$ cat src/rtl/sprite_line_fill_if.sv
// Handshake and bus bundle between the sprite evaluator / tile table / line buffer
// and the sprite line-fill engine.
interface sprite_line_fill_if;
    logic        start;
    logic        abort;
    logic [8:0]  sprite_x;
    logic        spr_hflip;
    logic [2:0]  spr_size_x;
    logic        spr_table;
    logic [3:0]  spr_tile_x;
    logic [3:0]  spr_tile_y_total;
    logic [2:0]  spr_tile_y_offset;
    logic [3:0]  palette;
    logic        busy;
    logic        done;
    logic        load;
    logic        hFlip;
    logic [2:0]  size_x;
    logic        tile_table;
    logic [3:0]  tile_x;
    logic [3:0]  tile_y_total;
    logic [2:0]  tile_y_offset;
    logic [3:0]  current_tile;
    logic [31:0] tile_data;
    logic        lb_we;
    logic [8:0]  lb_addr;
    logic [7:0]  lb_data;

    modport master (
        output start, abort, sprite_x, spr_hflip, spr_size_x, spr_table,
               spr_tile_x, spr_tile_y_total, spr_tile_y_offset, palette, tile_data,
        input  busy, done, load, hFlip, size_x, tile_table, tile_x, tile_y_total,
               tile_y_offset, current_tile, lb_we, lb_addr, lb_data
    );

    modport slave (
        input  start, abort, sprite_x, spr_hflip, spr_size_x, spr_table,
               spr_tile_x, spr_tile_y_total, spr_tile_y_offset, palette, tile_data,
        output busy, done, load, hFlip, size_x, tile_table, tile_x, tile_y_total,
               tile_y_offset, current_tile, lb_we, lb_addr, lb_data
    );
endinterface

$ cat src/rtl/sprite_line_fill.sv
// Sprite line-fill engine: fetches each tile word of one sprite row and writes its
// opaque pixels, tagged with the sprite palette, into the scanline buffer.
module sprite_line_fill #(
    parameter int LINE_W = 320
) (
    input logic               clk,
    input logic               rst,
    sprite_line_fill_if.slave bus
);
    typedef enum logic [2:0] {
        S_IDLE, S_LOAD, S_FETCH, S_CAPTURE, S_DRAW, S_DONE
    } state_t;

    state_t      r_state;
    state_t      w_next;

    logic [8:0]  r_sprite_x;
    logic        r_hflip;
    logic [2:0]  r_size_x;
    logic        r_table;
    logic [3:0]  r_tile_x;
    logic [3:0]  r_tile_y_total;
    logic [2:0]  r_tile_y_offset;
    logic [3:0]  r_palette;

    logic [3:0]  r_k;
    logic [2:0]  r_j;
    logic [31:0] r_pix;
    logic [11:0] r_x;

    logic [3:0]  w_pixel;
    logic        w_last_px;
    logic        w_last_tile;

    function automatic logic on_line(input logic [11:0] x);
        return x < 12'(LINE_W);
    endfunction

    assign w_pixel     = r_pix[3:0];
    assign w_last_px   = (r_j == 3'd7);
    assign w_last_tile = (r_k == {1'b0, r_size_x});

    always_ff @(posedge clk) begin
        if (!rst) r_state <= S_IDLE;
        else      r_state <= w_next;
    end

    always_comb begin
        w_next = r_state;
        if (bus.abort) begin
            w_next = S_IDLE;
        end else begin
            case (r_state)
                S_IDLE:    if (bus.start) w_next = S_LOAD;
                S_LOAD:    w_next = S_FETCH;
                S_FETCH:   w_next = S_CAPTURE;
                S_CAPTURE: w_next = S_DRAW;
                S_DRAW:    if (w_last_px) w_next = w_last_tile ? S_DONE : S_FETCH;
                S_DONE:    w_next = S_IDLE;
                default:   w_next = S_IDLE;
            endcase
        end
    end

    always_comb begin
        bus.busy    = (r_state == S_LOAD) || (r_state == S_FETCH) ||
                      (r_state == S_CAPTURE) || (r_state == S_DRAW);
        bus.done    = (r_state == S_DONE);
        bus.load    = (r_state == S_LOAD);
        bus.lb_we   = 1'b0;
        bus.lb_addr = 9'd0;
        bus.lb_data = 8'd0;
        if (r_state == S_DRAW) begin
            // Transparent nibbles and off-line pixels never reach the buffer.
            bus.lb_we   = (w_pixel != 4'd0) && on_line(r_x) && !bus.abort;
            bus.lb_addr = r_x[8:0];
            bus.lb_data = {r_palette, w_pixel};
        end
    end

    always_ff @(posedge clk) begin
        if (!rst) begin
            r_sprite_x      <= '0;
            r_hflip         <= 1'b0;
            r_size_x        <= '0;
            r_table         <= 1'b0;
            r_tile_x        <= '0;
            r_tile_y_total  <= '0;
            r_tile_y_offset <= '0;
            r_palette       <= '0;
            r_k             <= '0;
            r_j             <= '0;
            r_pix           <= '0;
            r_x             <= '0;
        end else begin
            case (r_state)
                S_IDLE: begin
                    if (bus.start && !bus.abort) begin
                        r_sprite_x      <= bus.sprite_x;
                        r_hflip         <= bus.spr_hflip;
                        r_size_x        <= bus.spr_size_x;
                        r_table         <= bus.spr_table;
                        r_tile_x        <= bus.spr_tile_x;
                        r_tile_y_total  <= bus.spr_tile_y_total;
                        r_tile_y_offset <= bus.spr_tile_y_offset;
                        r_palette       <= bus.palette;
                        r_k             <= '0;
                        r_x             <= {3'b000, bus.sprite_x};
                    end
                end
                S_CAPTURE: begin
                    r_pix <= bus.tile_data;
                    r_j   <= '0;
                end
                S_DRAW: begin
                    // x runs contiguously across tiles, so it always equals sprite_x + 8k + j.
                    r_pix <= {4'd0, r_pix[31:4]};
                    r_j   <= r_j + 3'd1;
                    r_x   <= r_x + 12'd1;
                    if (w_last_px && !w_last_tile) r_k <= r_k + 4'd1;
                end
                default: ;
            endcase
        end
    end

    assign bus.hFlip         = r_hflip;
    assign bus.size_x        = r_size_x;
    assign bus.tile_table    = r_table;
    assign bus.tile_x        = r_tile_x;
    assign bus.tile_y_total  = r_tile_y_total;
    assign bus.tile_y_offset = r_tile_y_offset;
    assign bus.current_tile  = r_k;
endmodule

$ cat src/flat_wrapper.sv
// flat-port wrapper written by rule: the top's interface ports become plain ports
module sprite_line_fill_flat 
#(
    parameter int LINE_W = 320
)
  (clk, rst, bus_start, bus_abort, bus_sprite_x, bus_spr_hflip, bus_spr_size_x, bus_spr_table, bus_spr_tile_x, bus_spr_tile_y_total, bus_spr_tile_y_offset, bus_palette, bus_tile_data, bus_busy, bus_done, bus_load, bus_hFlip, bus_size_x, bus_tile_table, bus_tile_x, bus_tile_y_total, bus_tile_y_offset, bus_current_tile, bus_lb_we, bus_lb_addr, bus_lb_data);
  sprite_line_fill_if bus_i ();
  input logic clk;
  input logic rst;
  input wire logic [$bits(bus_i.start)-1:0] bus_start;
  input wire logic [$bits(bus_i.abort)-1:0] bus_abort;
  input wire logic [$bits(bus_i.sprite_x)-1:0] bus_sprite_x;
  input wire logic [$bits(bus_i.spr_hflip)-1:0] bus_spr_hflip;
  input wire logic [$bits(bus_i.spr_size_x)-1:0] bus_spr_size_x;
  input wire logic [$bits(bus_i.spr_table)-1:0] bus_spr_table;
  input wire logic [$bits(bus_i.spr_tile_x)-1:0] bus_spr_tile_x;
  input wire logic [$bits(bus_i.spr_tile_y_total)-1:0] bus_spr_tile_y_total;
  input wire logic [$bits(bus_i.spr_tile_y_offset)-1:0] bus_spr_tile_y_offset;
  input wire logic [$bits(bus_i.palette)-1:0] bus_palette;
  input wire logic [$bits(bus_i.tile_data)-1:0] bus_tile_data;
  output wire logic [$bits(bus_i.busy)-1:0] bus_busy;
  output wire logic [$bits(bus_i.done)-1:0] bus_done;
  output wire logic [$bits(bus_i.load)-1:0] bus_load;
  output wire logic [$bits(bus_i.hFlip)-1:0] bus_hFlip;
  output wire logic [$bits(bus_i.size_x)-1:0] bus_size_x;
  output wire logic [$bits(bus_i.tile_table)-1:0] bus_tile_table;
  output wire logic [$bits(bus_i.tile_x)-1:0] bus_tile_x;
  output wire logic [$bits(bus_i.tile_y_total)-1:0] bus_tile_y_total;
  output wire logic [$bits(bus_i.tile_y_offset)-1:0] bus_tile_y_offset;
  output wire logic [$bits(bus_i.current_tile)-1:0] bus_current_tile;
  output wire logic [$bits(bus_i.lb_we)-1:0] bus_lb_we;
  output wire logic [$bits(bus_i.lb_addr)-1:0] bus_lb_addr;
  output wire logic [$bits(bus_i.lb_data)-1:0] bus_lb_data;
  assign bus_i.start = bus_start;
  assign bus_i.abort = bus_abort;
  assign bus_i.sprite_x = bus_sprite_x;
  assign bus_i.spr_hflip = bus_spr_hflip;
  assign bus_i.spr_size_x = bus_spr_size_x;
  assign bus_i.spr_table = bus_spr_table;
  assign bus_i.spr_tile_x = bus_spr_tile_x;
  assign bus_i.spr_tile_y_total = bus_spr_tile_y_total;
  assign bus_i.spr_tile_y_offset = bus_spr_tile_y_offset;
  assign bus_i.palette = bus_palette;
  assign bus_i.tile_data = bus_tile_data;
  assign bus_busy = bus_i.busy;
  assign bus_done = bus_i.done;
  assign bus_load = bus_i.load;
  assign bus_hFlip = bus_i.hFlip;
  assign bus_size_x = bus_i.size_x;
  assign bus_tile_table = bus_i.tile_table;
  assign bus_tile_x = bus_i.tile_x;
  assign bus_tile_y_total = bus_i.tile_y_total;
  assign bus_tile_y_offset = bus_i.tile_y_offset;
  assign bus_current_tile = bus_i.current_tile;
  assign bus_lb_we = bus_i.lb_we;
  assign bus_lb_addr = bus_i.lb_addr;
  assign bus_lb_data = bus_i.lb_data;
  sprite_line_fill #(.LINE_W(LINE_W)) u_core (.clk(clk), .rst(rst), .bus(bus_i));
endmodule
$ cat config.mk
export PLATFORM = sky130hd
export DESIGN_NAME = sprite_line_fill_flat
export DESIGN_NICKNAME = d
export VERILOG_FILES = /design/src/rtl/sprite_line_fill_if.sv /design/src/rtl/sprite_line_fill.sv /design/src/flat_wrapper.sv
export SDC_FILE = /design/constraint.sdc
export NUM_CORES = 1
export LEC_CHECK = 0
export BUFFER_PORTS_ARGS = -buffer_cell sky130_fd_sc_hd__buf_2
export CAP_MARGIN = 20
export CORE_MARGIN = 1
export CORE_UTILIZATION = 44
export CTS_BUF_LIST = sky130_fd_sc_hd__clkbuf_4 sky130_fd_sc_hd__clkbuf_8 sky130_fd_sc_hd__clkbuf_16
export CTS_CLUSTER_DIAMETER = 120
export DETAILED_ROUTE_END_ITERATION = 16
export PLACE_DENSITY = 0.73
export SETUP_SLACK_MARGIN = 0.2
export SLEW_MARGIN = 20
export SYNTH_ARGS = -nofsm -noshare
export SYNTH_HDL_FRONTEND = slang
export SYNTH_SLANG_ARGS = --single-unit
export TNS_END_PERCENT = 1
$ cat constraint.sdc
create_clock -name clk -period 2.5 [get_ports clk]
set_input_delay 0.25 -clock clk [delete_from_list [all_inputs] [get_ports clk]]
set_output_delay 0.25 -clock clk [all_outputs]
set_load 0.1 [all_outputs]
==> run_results.csv <==
group,metric,value,unit
final_layout,fillers,708,
min_path,hold_path_class,"in2reg",
synth,syn_nets,465,
outcome,status,"finished clean",
clocking,cts_tree,"built",
placement,routabilityCongestion,0.790,
timing,post-route-min-period,2.17,ns
worst_setup_path,crit_type,"reg2out",
clocking,cts_root_buf,"clkbuf_8",
placement,dp_cells,575,
final_layout,finalNonFillerCells,591,
floorplanning,core-area,7370,sq um
timing,worst_pin_slew,0.656,ns
final_layout,final_common_cell,"buf_2",
global_routing,grt_pass1_wl,13.7,mm
timing,hold_ws,0.137,ns
synth,yosysUniqueCellTypes,46,
placement,port_buffers,105,
synth,yosysTopAreaCellShare,0.433,
clocking,cts.sinks,74,
synth,synth_area,3420,sq um
final_layout,fin_util,0.585,
synth,ys_top_cells_by_area,"dfxtp_1 43%, mux2i_1 9.1%, a211oi_1 6.6%",
global_routing,track_usage,0.203,
routing,drc,0,
synth,yosys_register_bits,74,
global_routing,use_met3,0.0474,
routing,wl_per_cell,13.6,um
routing,drtAntennaViolNets,0,
global_routing,use_met1,0.254,
clocking,cts-buffers-inserted,9,
timing,rsz0062_at_grt,"no",
worst_setup_path,cp_cell_sequence,"nor3b_2 -> buf_4 -> and2_1 -> buf_2",
timing,maxSlewViolCount,0,
clocking,hold_buffers,0,
worst_setup_path,max_stage_delay,0.49,ns
timing,setup_ws,0.327,ns
floorplanning,start_util,0.464,
routing,viasPerCell,5.35,
power,vdd_drop_max,0.347,mV
floorplanning,die_x,90.2,um
synth,yosysWarnings,0,
synth,synth_edf_count,0,
run,max_cap_viol_count,0,
worst_setup_path,crit_arrival,1.92,ns
routing,drt_pre_antenna_iters,4,
final_layout,nets,556,
global_routing,overflow,0,
clocking,cts_resized,2,
placement,dp_hpwl,5.66,mm
global_routing,top_usage_layer,"met2",
clocking,clk_latency,0.34,ns
synth,synthArstFlopShare,0,
timing,relSlewSlack,0.563,
final_layout,n_antenna_cell,0,
worst_setup_path,cpMaxStageDelayCell,"dfxtp_2",
worst_setup_path,setup.worst_path.start_class,"register",
synth,yosys.area.top_type,"dfxtp_1",
synth,seq_area_frac_synth,0.433,
timing,setup_viol,0,
synth,ys.flop_type,"dfxtp_1",
timing,finClkSkew,0.00511,ns
routing,drtIter0Drc,168,
synth,syn-instance-count,396,
global_routing,grt_max_degree,52,
timing,hold_viol,0,
worst_setup_path,cpLargestDelayFamily,"buffers and inverters",
global_routing,grt_pass1_vias,3083,
routing,num_vias,3161,
placement,pre_cts_ws,0.450,ns
floorplanning,fp.dieH,90.2,um
clocking,path_clk_slew,0.08,ns
timing,finalCritPeriodShare,0.869,
worst_setup_path,crit_fanout,22,
final_layout,multi_input_area,1790,sq um
clocking,post_cts_buffers,0,
final_layout,final_cell_mix,"102 x buf_2, 73 x dfxtp_1, 50 x nand2_1, 43 x nor2_1, 31 x mux2i_1",
worst_setup_path,required,2.25,ns
floorplanning,die_area,8130,sq um
floorplanning,std_cell_rows,31,
power,cellLeakagePower,1.85,nW
timing,max_freq,460,MHz
final_layout,final_layout_size_suffix_gt1_frac,0.283,
power,powerDensity,634,nW/um^2
worst_setup_path,critPathCaptureType,"output port",
floorplanning,io_pins,106,
global_routing,use_met2,0.342,
final_layout,final-seq-area,1480,sq um
global_routing,antenna_found_initial,0,
final_layout,area_delta_synth_final,26.0,%
timing,finalSetupTns,0,ns
worst_setup_path,crit_buf_inv,2,
routing,wirelength,8.02,mm
clocking,ctsLongestPathBuffers,2,
synth,syn_avg_cell_area,8.64,sq um
clocking,h-tree-depth,3,
## area by class of cell
type                    instances  area share
multi-input cells             286       0.416
repair buffers                114       0.148
inverters                       2     0.00174
flip-flops and latches         74       0.344
clock inverters                 7      0.0328
clock buffers                   9      0.0287
well taps                      99      0.0287
## where the power goes
group | total, mW | switching, mW | internal [mW]
clock | 1.23 | 0.463 | 0.764
sequential | 1.23 | 0.0225 | 1.20
combinational | 0.279 | 0.195 | 0.0841
## tightest hold or removal path: cells and delay by family
family	cells	cell delay (ns)
and+or+nand+nor	1	0.05
AOI/OAI and AO/OA	1	0.05
buffers and inverters	1	0.09
## cell usage after synthesis (3+ instances only)
| cell type | number |
|---|---|
| ha_1 | 4 |
| xor2_1 | 4 |
| clkbuf_1 | 16 |
| a22oi_1 | 8 |
| xnor2_1 | 3 |
| or3_1 | 5 |
| mux2i_1 | 31 |
| dfxtp_1 | 74 |
| nand2_1 | 50 |
| nor3_1 | 3 |
| and3_1 | 3 |
| nor2_1 | 44 |
| o21ai_0 | 5 |
| nor4_1 | 3 |
| a211oi_1 | 30 |
| a21oi_1 | 28 |
| buf_2 | 14 |
| nand3_1 | 7 |
| o211ai_1 | 3 |
| nor3b_1 | 3 |
| a31oi_1 | 3 |
| nand4_1 | 3 |
| and2_1 | 18 |
## registers in the layout, summed over array words and instances (netlist names)
| register | flops |
|---|---|
| u_core.r_j | 3 |
| u_core.bus.tile_y_offset | 3 |
| u_core.bus.hFlip | 1 |
| u_core.bus.tile_y_total | 4 |
| u_core.r_state | 3 |
| u_core.bus.tile_x | 4 |
| u_core.bus.tile_table | 1 |
| u_core.r_pix | 32 |
| u_core.r_x | 12 |
| u_core.r_palette | 4 |
| u_core.bus.current_tile | 4 |
| u_core.bus.size_x | 3 |
## per-stage QoR
stage	area [sq um]	power, mW
4_1_cts	4310	2.75
6_report	4310	2.73
5_1_grt	4310	2.83
3_5_place_dp	4040	1.53
2_1_floorplan	3430	1.44
3_3_place_gp	4040	1.53
## cell families after synthesis
family | synth area share
simple gates | 0.218
compound gates | 0.176
xor+xnor | 0.0179
mux | 0.0907
fa+ha+maj | 0.0146
flops | 0.433
buf+inv | 0.0490
## worst paths after layout
| check | cells after the start | end | slack [ns] | startpoint |
|---|---|---|---|---|
| setup / recovery | 4 | bus_lb_addr[7] | 0.33 | u_core.r_state[2] |
| hold / removal | 3 | u_core.bus.tile_table | 0.14 | bus_spr_table |
| setup reg to reg | 4 | u_core.r_pix[12] | 0.60 | u_core.r_state[1] |
| hold reg to reg | 2 | u_core.r_palette[2] | 0.45 | u_core.r_palette[2] |
## routing by layer
| layer | vias to the layer above | part of all wire |
|---|---|---|
| met4 | 0 | 0.014 |
| met3 | 13 | 0.050 |
| li1 | 1600 | - |
| met1 | 1458 | 0.47 |
| met5 | - | 0 |
| met2 | 90 | 0.47 |
Power figures use the tool's default switching activity.
